===== src/rtl/demux_pkg.sv =====
// Shared types and helpers for the registered 1-to-N stream demultiplexer.
package demux_pkg;

  typedef enum logic {
    DS_EMPTY = 1'b0,
    DS_FULL  = 1'b1
  } ds_slot_state_e;

  // Select width for n channels, never narrower than one bit.
  function automatic int ds_sel_w(input int n);
    return ($clog2(n) < 1) ? 1 : $clog2(n);
  endfunction

endpackage


===== src/rtl/demux_slot.sv =====
// Purpose: one per-channel holding register with its valid flag.
// Latency: beat loaded at edge t is presented from edge t onward.
// Backpressure: holds beat and data stable while out_ready is low.
module demux_slot
  import demux_pkg::*;
#(
  parameter int DW = 8
) (
  input  logic          clk,
  input  logic          rst_n,
  input  logic          load,
  input  logic [DW-1:0] in_data,
  input  logic          out_ready,
  output logic          out_valid,
  output logic [DW-1:0] out_data
);

  ds_slot_state_e state, state_nxt;

  always_ff @(posedge clk or negedge rst_n) begin
    if (!rst_n) begin
      state <= DS_EMPTY;
    end else begin
      state <= state_nxt;
    end
  end

  // A load on a draining slot keeps it full: that is the 1 beat/cycle path.
  always_comb begin
    state_nxt = state;
    case (state)
      DS_EMPTY: if (load) state_nxt = DS_FULL;
      DS_FULL:  if (out_ready && !load) state_nxt = DS_EMPTY;
      default:  state_nxt = DS_EMPTY;
    endcase
  end

  always_ff @(posedge clk or negedge rst_n) begin
    if (!rst_n) begin
      out_data <= '0;
    end else if (load) begin
      out_data <= in_data;
    end
  end

  assign out_valid = (state == DS_FULL);

endmodule


===== src/rtl/demux_stream.sv =====
// Purpose: steer each input beat into one of N_OUT holding slots; drop and count bad selects.
// Latency: 1 cycle from acceptance to out_valid.
// Backpressure: in_ready follows only the addressed slot; out-of-range selects always accepted.
module demux_stream
  import demux_pkg::*;
#(
  parameter  int DW    = 8,
  parameter  int N_OUT = 4,
  parameter  int CNT_W = 8,
  localparam int SEL_W = ds_sel_w(N_OUT)
) (
  input  logic                clk,
  input  logic                rst_n,
  input  logic [DW-1:0]       in_data,
  input  logic [SEL_W-1:0]    in_sel,
  input  logic                in_valid,
  output logic                in_ready,
  output logic [N_OUT*DW-1:0] out_data,
  output logic [N_OUT-1:0]    out_valid,
  input  logic [N_OUT-1:0]    out_ready,
  output logic [CNT_W-1:0]    drop_cnt,
  output logic                sel_err
);

  localparam logic [CNT_W-1:0] CNT_MAX = '1;

  logic [N_OUT-1:0] slot_vld;
  logic [N_OUT-1:0] load;
  logic             sel_ok;
  logic             acc;
  logic             drop;

  assign sel_ok = (int'(in_sel) < N_OUT);

  // Loop compare instead of indexing keeps out-of-range selects safe.
  always_comb begin
    in_ready = 1'b1;
    for (int k = 0; k < N_OUT; k++) begin
      if (int'(in_sel) == k) in_ready = !slot_vld[k] || out_ready[k];
    end
  end

  assign acc  = in_valid && in_ready;
  assign drop = acc && !sel_ok;

  for (genvar k = 0; k < N_OUT; k++) begin : g_slot
    assign load[k] = acc && (int'(in_sel) == k);

    demux_slot #(.DW(DW)) u_slot (
      .clk       (clk),
      .rst_n     (rst_n),
      .load      (load[k]),
      .in_data   (in_data),
      .out_ready (out_ready[k]),
      .out_valid (slot_vld[k]),
      .out_data  (out_data[k*DW +: DW])
    );
  end

  assign out_valid = slot_vld;

  always_ff @(posedge clk or negedge rst_n) begin
    if (!rst_n) begin
      drop_cnt <= '0;
      sel_err  <= 1'b0;
    end else begin
      sel_err <= drop;
      if (drop && (drop_cnt != CNT_MAX)) drop_cnt <= drop_cnt + 1'b1;
    end
  end

endmodule


===== config.mk =====
export PLATFORM = sky130hd
export DESIGN_NAME = demux_stream
export DESIGN_NICKNAME = d
export VERILOG_FILES = /design/src/rtl/demux_pkg.sv /design/src/rtl/demux_slot.sv /design/src/rtl/demux_stream.sv
export SDC_FILE = /design/constraint.sdc
export NUM_CORES = 1
export LEC_CHECK = 0
export ABC_AREA = 1
export ABC_CLOCK_PERIOD_IN_PS = 3100
export BUFFER_PORTS_ARGS = -buffer_cell sky130_fd_sc_hd__clkbuf_2
export CAP_MARGIN = 20
export CORE_ASPECT_RATIO = 1.25
export CORE_MARGIN = 2
export CORE_UTILIZATION = 45
export CTS_CLUSTER_DIAMETER = 40
export DETAILED_ROUTE_END_ITERATION = 6
export HOLD_SLACK_MARGIN = 0.05
export PLACE_DENSITY_LB_ADDON = 0.3
export SYNTH_ARGS = -nofsm -noshare
export SYNTH_HDL_FRONTEND = slang
export SYNTH_SLANG_ARGS = --single-unit

===== constraint.sdc =====
create_clock -name clk -period 3.1 [get_ports clk]
set_input_delay 0.465 -clock clk [delete_from_list [all_inputs] [get_ports clk]]
set_output_delay 0.465 -clock clk [all_outputs]
set_load 0.02 [all_outputs]

==> reports/qor.csv, run 1 <==
metric;value;unit
clk_latency;290;ps
setup_violations;0;
finalCritPeriodShare;70.9;%
grt_pass1_wl;6580;um
die_y;76.1;um
diodes;0;
post_cts_buffers;0;
status;finished clean;
port-buffer-count;53;
rr_startpoint;g_slot[2].u_slot.out_valid;
dp.cells;289;
synth_area_leader_cell;dfrtp_1;
cp.arrival;1730;ps
gp_congestion;0.763;
htreeDepth;2;
grt-ovfl-total;0;
maxSlewViolCount;0;
netlist_area;1870;um^2
p_leak;1.20;nW
ys_seq_area_share;48.1;%
relSlewSlack;42.1;%
rr_endpoint;g_slot[2].u_slot.out_data[2];
rsz0062_at_grt;no;
crit_path_start_kind;input port;
multiInputGateArea;773;um^2
dr.pass1.iters;4;
seq_area;901;um^2
coreArea;4030;um^2
path_clk_slew;70;ps
avgSynthCellArea;9.65;um^2
cts_resized;0;
drv_cap;0;
r2r_slack;1700;ps
cts_root_buf;clkbuf_8;
dp_slack;898;ps
dp_hpwl;2930;um
fin_util;53.4;%
fmax;0.455;GHz
grt_max_degree;37;
tns;0;ps
hold_viol_final;0;
wirelength;3980;um
ant_nets;0;
fin_cells;297;
required;2630;ps
start_util;46.4;%
area_delta_synth_final;15.0;%
via_per_inst;4.89;
synthDistinctLibCells;23;
worstSetupStartpoint;in_sel[1];
ys_warn_count;0;
fin_ws;901;ps
drive_above_1_share;33.2;%
synth_top_area_share;48.1;%
wl_per_cell;13.4;um
critPathMaxFanout;33;
antenna_found_initial;0;
cts_sinks;36;
hp-class;input port to asynchronous set/reset pin;
grt_pass1_vias;1386;
nFillCells;419;
dieArea;4700;um^2
min_period;2200;ps
grt_usage;19.2;%
cts_hold_buf;0;
crit_path_end_kind;output pin;
synthCells;194;
synth-seq-cells;36;
critical_path_class;input port to output pin;
cts.path.max_buffers;2;
vias;1452;
pin_count;63;
drc;0;
rr_worst_depth;7;
crit_end;in_ready;
vdd_drop_max;356;uV
final_nets;257;
finClkSkew;4.62;ps
rows;26;
drt_iter0_drc;45;
cts_tree;yes;
synth_area_leaders;dfrtp_1 48%, nand2_1 13%, nand4_1 11%, nor2_8 5.3%, buf_4 5.2%;
p_per_area;630;nW/um^2
fp.dieW;61.7;um
worst_pin_slew;868;ps
cts_buffers;5;
[worst max-delay path: stages]
cell	delay, ps
clkbuf_2	270
inv_8	160
nor2_8	50
nand2_2	120
nand3_4	90
nor2_8	320
clkbuf_2	240
[placed cells by master (no fill, tap or decap), types with 2 or more instances in the layout]
cell type / instances
nand2_1: 67
clkbuf_2: 53
dfrtp_1: 36
nand4_1: 32
conb_1: 9
inv_1: 7
clkbuf_8: 6
nor2_1: 5
nor2_8: 5
nand2_2: 4
nand4_4: 3
inv_8: 2
o21ai_0: 2
clkinv_2: 2
[flip-flops by register name, summed over array words and instances (netlist names)]
register,cells
g_slot.u_slot.out_data,32
g_slot.u_slot.out_valid,4
[area by class of cell]
type	count	area share, %
clock buffer	6	3.83
timing repair buffer	53	12.3
inverter	10	2.44
sequential	36	41.8
tap	56	3.25
clock inverter	2	0.465
multi-input combinational	134	35.9
[worst min path at each step]
stage | start | to | depth (start not counted)
detailed placement | g_slot[3].u_slot.out_data[1] | g_slot[3].u_slot.out_data[1] | 2
global placement | g_slot[3].u_slot.out_data[7] | g_slot[3].u_slot.out_data[7] | 2
global route | rst_n | g_slot[0].u_slot.out_data[7] | 1
CTS | rst_n | g_slot[3].u_slot.out_data[3] | 1
finish | rst_n | g_slot[3].u_slot.out_data[1] | 1
floorplan | rst_n | g_slot[0].u_slot.out_data[0] | 0
[synth_stat cells, drive strengths merged]
library cell / instances
o21ai: 3
buf: 21
dfrtp: 36
clkbuf: 1
nand4: 36
nand2: 72
conb: 1
nand3b: 1
nor2: 11
inv: 10
nand3: 2
[where the power goes]
group	leakage, nW	internal, W	switching (W)
clock network	0.0510	0.000177	0.000163
logic	0.705	0.000125	0.000280
registers	0.445	0.000563	0.0000498
[metal layers]
layer,part of all wire (%),GRT usage (%),vias to the layer above
met4,2.1,7.02,0
met5,0,0,-
met1,44,25.7,673
met2,49,29.2,48
met3,4.8,5.26,9
li1,-,-,722
[stage by stage]
step           hold WS (ps)  total power (W)  instance area, um^2
5_1_grt                 356          0.00144                 2150
2_1_floorplan           169         0.000905                 1900
4_1_cts                 316          0.00137                 2150
3_5_place_dp            465          0.00103                 2060
3_3_place_gp            456          0.00103                 2060
6_report                279          0.00136                 2150
[cell families after synthesis]
logic type	synth area share, %
compound gates	0.801
simple gates	38.7
other cells	0.200
buf+inv	12.2
flops	48.1
Power figures use the tool's default switching activity.
==> run 2, diff against run 1 <==
Settings changed: ABC_CLOCK_PERIOD_IN_PS 3100 to 2000.
Clock period 3.1 ns to 2 ns, I/O delays scaled along.
==> run 2 against run 1 <==
Clock-buffer cell count grew 2. Hold slack lost 240 ps. Sequential power up 55%. Setup slack lost 630 ps. Clock power grew 54%. Critical path depth is the same. Wire length increased by 0.68%. Register-to-register slack worse by 1100 ps. Flip-flop and latch count stayed put. Clock skew rose by 2.3 ps. First-iteration DRC count is 22% higher. Final cell count rose by 1.0%. Critical path type unchanged. Largest cell class unchanged.
==> reports/qor.csv, run 2 (synthesis results as in run 1) <==
metric;value;unit
nFillCells;393;
gp_congestion;0.739;
worstPathCellList;clkbuf_2 -> inv_8 -> nor2_8 -> nand2_2 -> nand3_4 -> nor2_8 -> clkbuf_2;
critPathMaxFanout;18;
fmax;0.577;GHz
grt_pass1_wl;6600;um
vdd_drop_max;411;uV
cts.path.max_buffers;2;
port-buffer-count;53;
min_period;1730;ps
path_buf_inv;3;
drv_cap;0;
layout_common_cells;67 x nand2_1, 53 x clkbuf_2, 36 x dfrtp_1;
slowest_stage;clkbuf_2;
tns;0;ps
cts_hold_buf;0;
grt_usage;18.9;%
crit_path_end_kind;output pin;
post_cts_buffers;0;
cts_buffers;5;
dr.pass1.iters;4;
vias;1470;
p_seq_share;45.2;%
critical_path_class;input port to output pin;
critical-path-max-stage-delay;270;ps
cts_tree;yes;
drc;0;
dp_hpwl;2990;um
wirelength;4010;um
crit_family;buffers and inverters;
rsz0062_at_grt;no;
rows;26;
ant_nets;0;
hold_viol_final;0;
antenna_found_initial;0;
required;1700;ps
cts_sinks;36;
p_clk_share;24.8;%
diodes;0;
power_switching_share;35.8;%
internal_power;0.00135;W
grt-ovfl-total;0;
dpl_cell_area;2080;um^2
area_delta_synth_final;16.1;%
final_common_cell;nand2_1;
finalInstanceArea;2170;um^2
power_switching;0.000754;W
pin_count;63;
cp.arrival;1430;ps
crit_path_start_kind;input port;
largest-register;g_slot.u_slot.out_data;
fp.dieW;61.7;um
p_leak;1.21;nW
hp-class;input port to asynchronous set/reset pin;
largest_register_ffs;32;
htreeDepth;2;
final_nets;260;
p_comb_share;30.0;%
p_total;0.00211;W
via_per_inst;4.90;
dieArea;4700;um^2
cts_root_buf;clkbuf_8;
drt_iter0_drc;55;
finClkSkew;6.94;ps
p_per_area;968;nW/um^2
path_clk_slew;60;ps
cts_resized;0;
setup_violations;0;
clk_latency;290;ps
coreArea;4030;um^2
finalCritPeriodShare;86.7;%
grt_max_degree;37;
hold_ws;42.7;ps
wl_per_cell;13.4;um
fin_util;53.9;%
maxSlewViolCount;0;
grt_pass1_vias;1409;
status;finished clean;
drive_above_1_share;33.2;%
die_y;76.1;um
start_util;46.4;%
-- run 2: metal layers --
layer  GRT usage, %  up-vias  wire, um
met5              0        -         0
met4           6.17        0        57
met3           4.92        5       192
met2           28.7       40      1990
met1           25.8      699      1760
li1               -      726         -
-- run 2: through the flow --
| stage | setup slack (ps) | std cells |
|---|---|---|
| floorplan | 671 | 202 |
| global placement | 304 | 292 |
| detailed placement | 253 | 292 |
| CTS | 270 | 300 |
| global route | 175 | 300 |
| finish | 267 | 300 |
-- run 2: power by group through the flow --
stage / sequential (W) / combinational [W] / clock [W]
after global placement: 0.000966 / 0.000629 / 0
final: 0.000951 / 0.000632 / 0.000522
after CTS: 0.000954 / 0.000641 / 0.000532
after floorplan: 0.00113 / 0.000268 / 0
after detailed placement: 0.000967 / 0.000638 / 0
after global routing: 0.000969 / 0.000701 / 0.000568
-- run 2: cell type report --
type                       count  area [um^2]  area share [%]
multi-input combinational    134          773            35.6
clock buffer                   8         90.1            4.14
timing repair buffer          56          288            13.2
tap                           56         70.1            3.22
inverter                      10         52.6            2.42
sequential                    36          901            41.4
-- run 2: path summary, 6_finish.rpt --
path / end / from / slack (ps) / cells past startpoint
worst max register to register: g_slot[1].u_slot.out_data[6] / g_slot[2].u_slot.out_valid / 570 / 8
worst max-delay path: in_ready / in_sel[1] / 270 / 7
worst min-delay path: g_slot[3].u_slot.out_data[5] / rst_n / 40 / 2
max in group asynchronous: g_slot[2].u_slot.out_data[5] / rst_n / 1640 / 2
min in group clk: g_slot[0].u_slot.out_valid / out_ready[0] / 200 / 2
worst min register to register: g_slot[3].u_slot.out_data[5] / g_slot[3].u_slot.out_data[5] / 480 / 2
==> run 3, diff against run 2 <==
Settings changed: CTS_BUF_LIST set to sky130_fd_sc_hd__clkbuf_4 sky130_fd_sc_hd__clkbuf_8.
==> run 3 against run 2 <==
Non-clock buffer count stayed put. Final cell count is the same. Highest routed layer unchanged. Clock skew up 1.3 ps. Largest power group unchanged. Core utilization is 0.19 points higher. Flip-flop and latch count stayed put. Die area is the same. Critical endpoint unchanged. Register-to-register slack about the same. Wire length decreased by 1.2%. Hold slack better by 2.4 ps. Critical path depth did not move.
==> reports/qor.csv, run 3 (synthesis results as in run 1) <==
metric;value;unit
tns;0;ps
ant_nets;0;
coreArea;4030;um^2
via_per_inst;4.87;
rsz0062_at_grt;no;
crit_path_end_kind;output pin;
gp_congestion;0.739;
grt_usage;18.8;%
dp_slack;253;ps
grt_max_degree;37;
worstPathCellList;clkbuf_2 -> inv_8 -> nor2_8 -> nand2_2 -> nand3_4 -> nor2_8 -> clkbuf_2;
required;1700;ps
cts_buffers;5;
path_buf_inv;3;
wirelength;3960;um
post_cts_buffers;0;
power_switching;0.000752;W
dp_hpwl;2990;um
vdd_drop_max;453;uV
final_common_cell;nand2_1;
largest_register_ffs;32;
fin_ws;273;ps
finalCritPeriodShare;86.4;%
nFillCells;396;
fp.dieW;61.7;um
drv_cap;0;
p_per_area;976;nW/um^2
p_seq_share;44.7;%
wl_per_cell;13.2;um
p_leak;1.22;nW
grt-ovfl-total;0;
fin_util;54.1;%
diodes;0;
drt_iter0_drc;51;
crit_path_start_kind;input port;
dr.pass1.iters;4;
grt_pass1_vias;1399;
cts.path.max_buffers;2;
hp-class;input port to asynchronous set/reset pin;
maxSlewViolCount;0;
start_util;46.4;%
largest-register;g_slot.u_slot.out_data;
crit_family;buffers and inverters;
worstSetupStartpoint;in_sel[1];
cp.arrival;1430;ps
rows;26;
port-buffer-count;53;
cts_resized;0;
path_clk_slew;60;ps
status;finished clean;
dieArea;4700;um^2
power_switching_share;35.3;%
final_nets;260;
clk_latency;280;ps
htreeDepth;2;
die_y;76.1;um
critical_path_class;input port to output pin;
internal_power;0.00138;W
fmax;0.579;GHz
p_comb_share;29.6;%
setup_violations;0;
pin_count;63;
p_clk_share;25.7;%
p_total;0.00213;W
critPathMaxFanout;18;
antenna_found_initial;0;
drc;0;
rr_startpoint;g_slot[2].u_slot.out_valid;
drive_above_1_share;34.0;%
cts_hold_buf;0;
vias;1461;
finClkSkew;8.23;ps
grt_pass1_wl;6560;um
cts_tree;yes;
hold_viol_final;0;
cts_sinks;36;
min_period;1730;ps
layout_common_cells;67 x nand2_1, 53 x clkbuf_2, 36 x dfrtp_1;
critical-path-max-stage-delay;270;ps
area_delta_synth_final;16.5;%
slowest_stage;clkbuf_2;
cts_root_buf;clkbuf_8;
-- run 3: cell types whose count changed in the layout (fill, tap and decap cells not counted) --
cell      delta
clkbuf_1     -2
clkbuf_4     +2
-- run 3: path summary, 6_finish.rpt --
check	slack, ps	cells past startpoint	end
hold reg to reg	470	2	g_slot[3].u_slot.out_data[5]
hold / removal	50	2	g_slot[3].u_slot.out_data[5]
max in group asynchronous	1640	2	g_slot[1].u_slot.out_data[3]
min in group clk	210	2	g_slot[0].u_slot.out_valid
setup / recovery	270	7	in_ready
setup reg to reg	570	8	g_slot[1].u_slot.out_data[6]
-- run 3: power by group through the flow --
stage | clock network [W] | registers, W | logic (W)
6_report | 0.000548 | 0.000951 | 0.000631
5_1_grt | 0.000598 | 0.000969 | 0.000700
4_1_cts | 0.000559 | 0.000954 | 0.000641
3_5_place_dp | 0 | 0.000967 | 0.000638
3_3_place_gp | 0 | 0.000966 | 0.000629
2_1_floorplan | 0 | 0.00113 | 0.000268
-- run 3: metrics by stage --
stage	cell area (um^2)	instances	hold WS [ps]
2_1_floorplan	1900	202	4.41
3_3_place_gp	2080	292	362
3_5_place_dp	2080	292	364
4_1_cts	2180	300	57.3
5_1_grt	2180	300	80.0
6_report	2180	300	45.1
-- run 3: final cells by class --
class | instances | area, um^2 | area share, %
sequential | 36 | 901 | 41.3
multi-input combinational | 134 | 773 | 35.4
timing repair buffer | 56 | 288 | 13.2
clock buffer | 8 | 97.6 | 4.47
tap | 56 | 70.1 | 3.21
inverter | 10 | 52.6 | 2.41
-- run 3: routing by layer --
layer | vias to the layer above | GRT usage, % | routed length (um)
met5 | - | 0 | 0
met4 | 0 | 6.17 | 76
li1 | 727 | - | -
met2 | 38 | 28.8 | 1950
met3 | 8 | 4.92 | 168
met1 | 688 | 25.5 | 1760
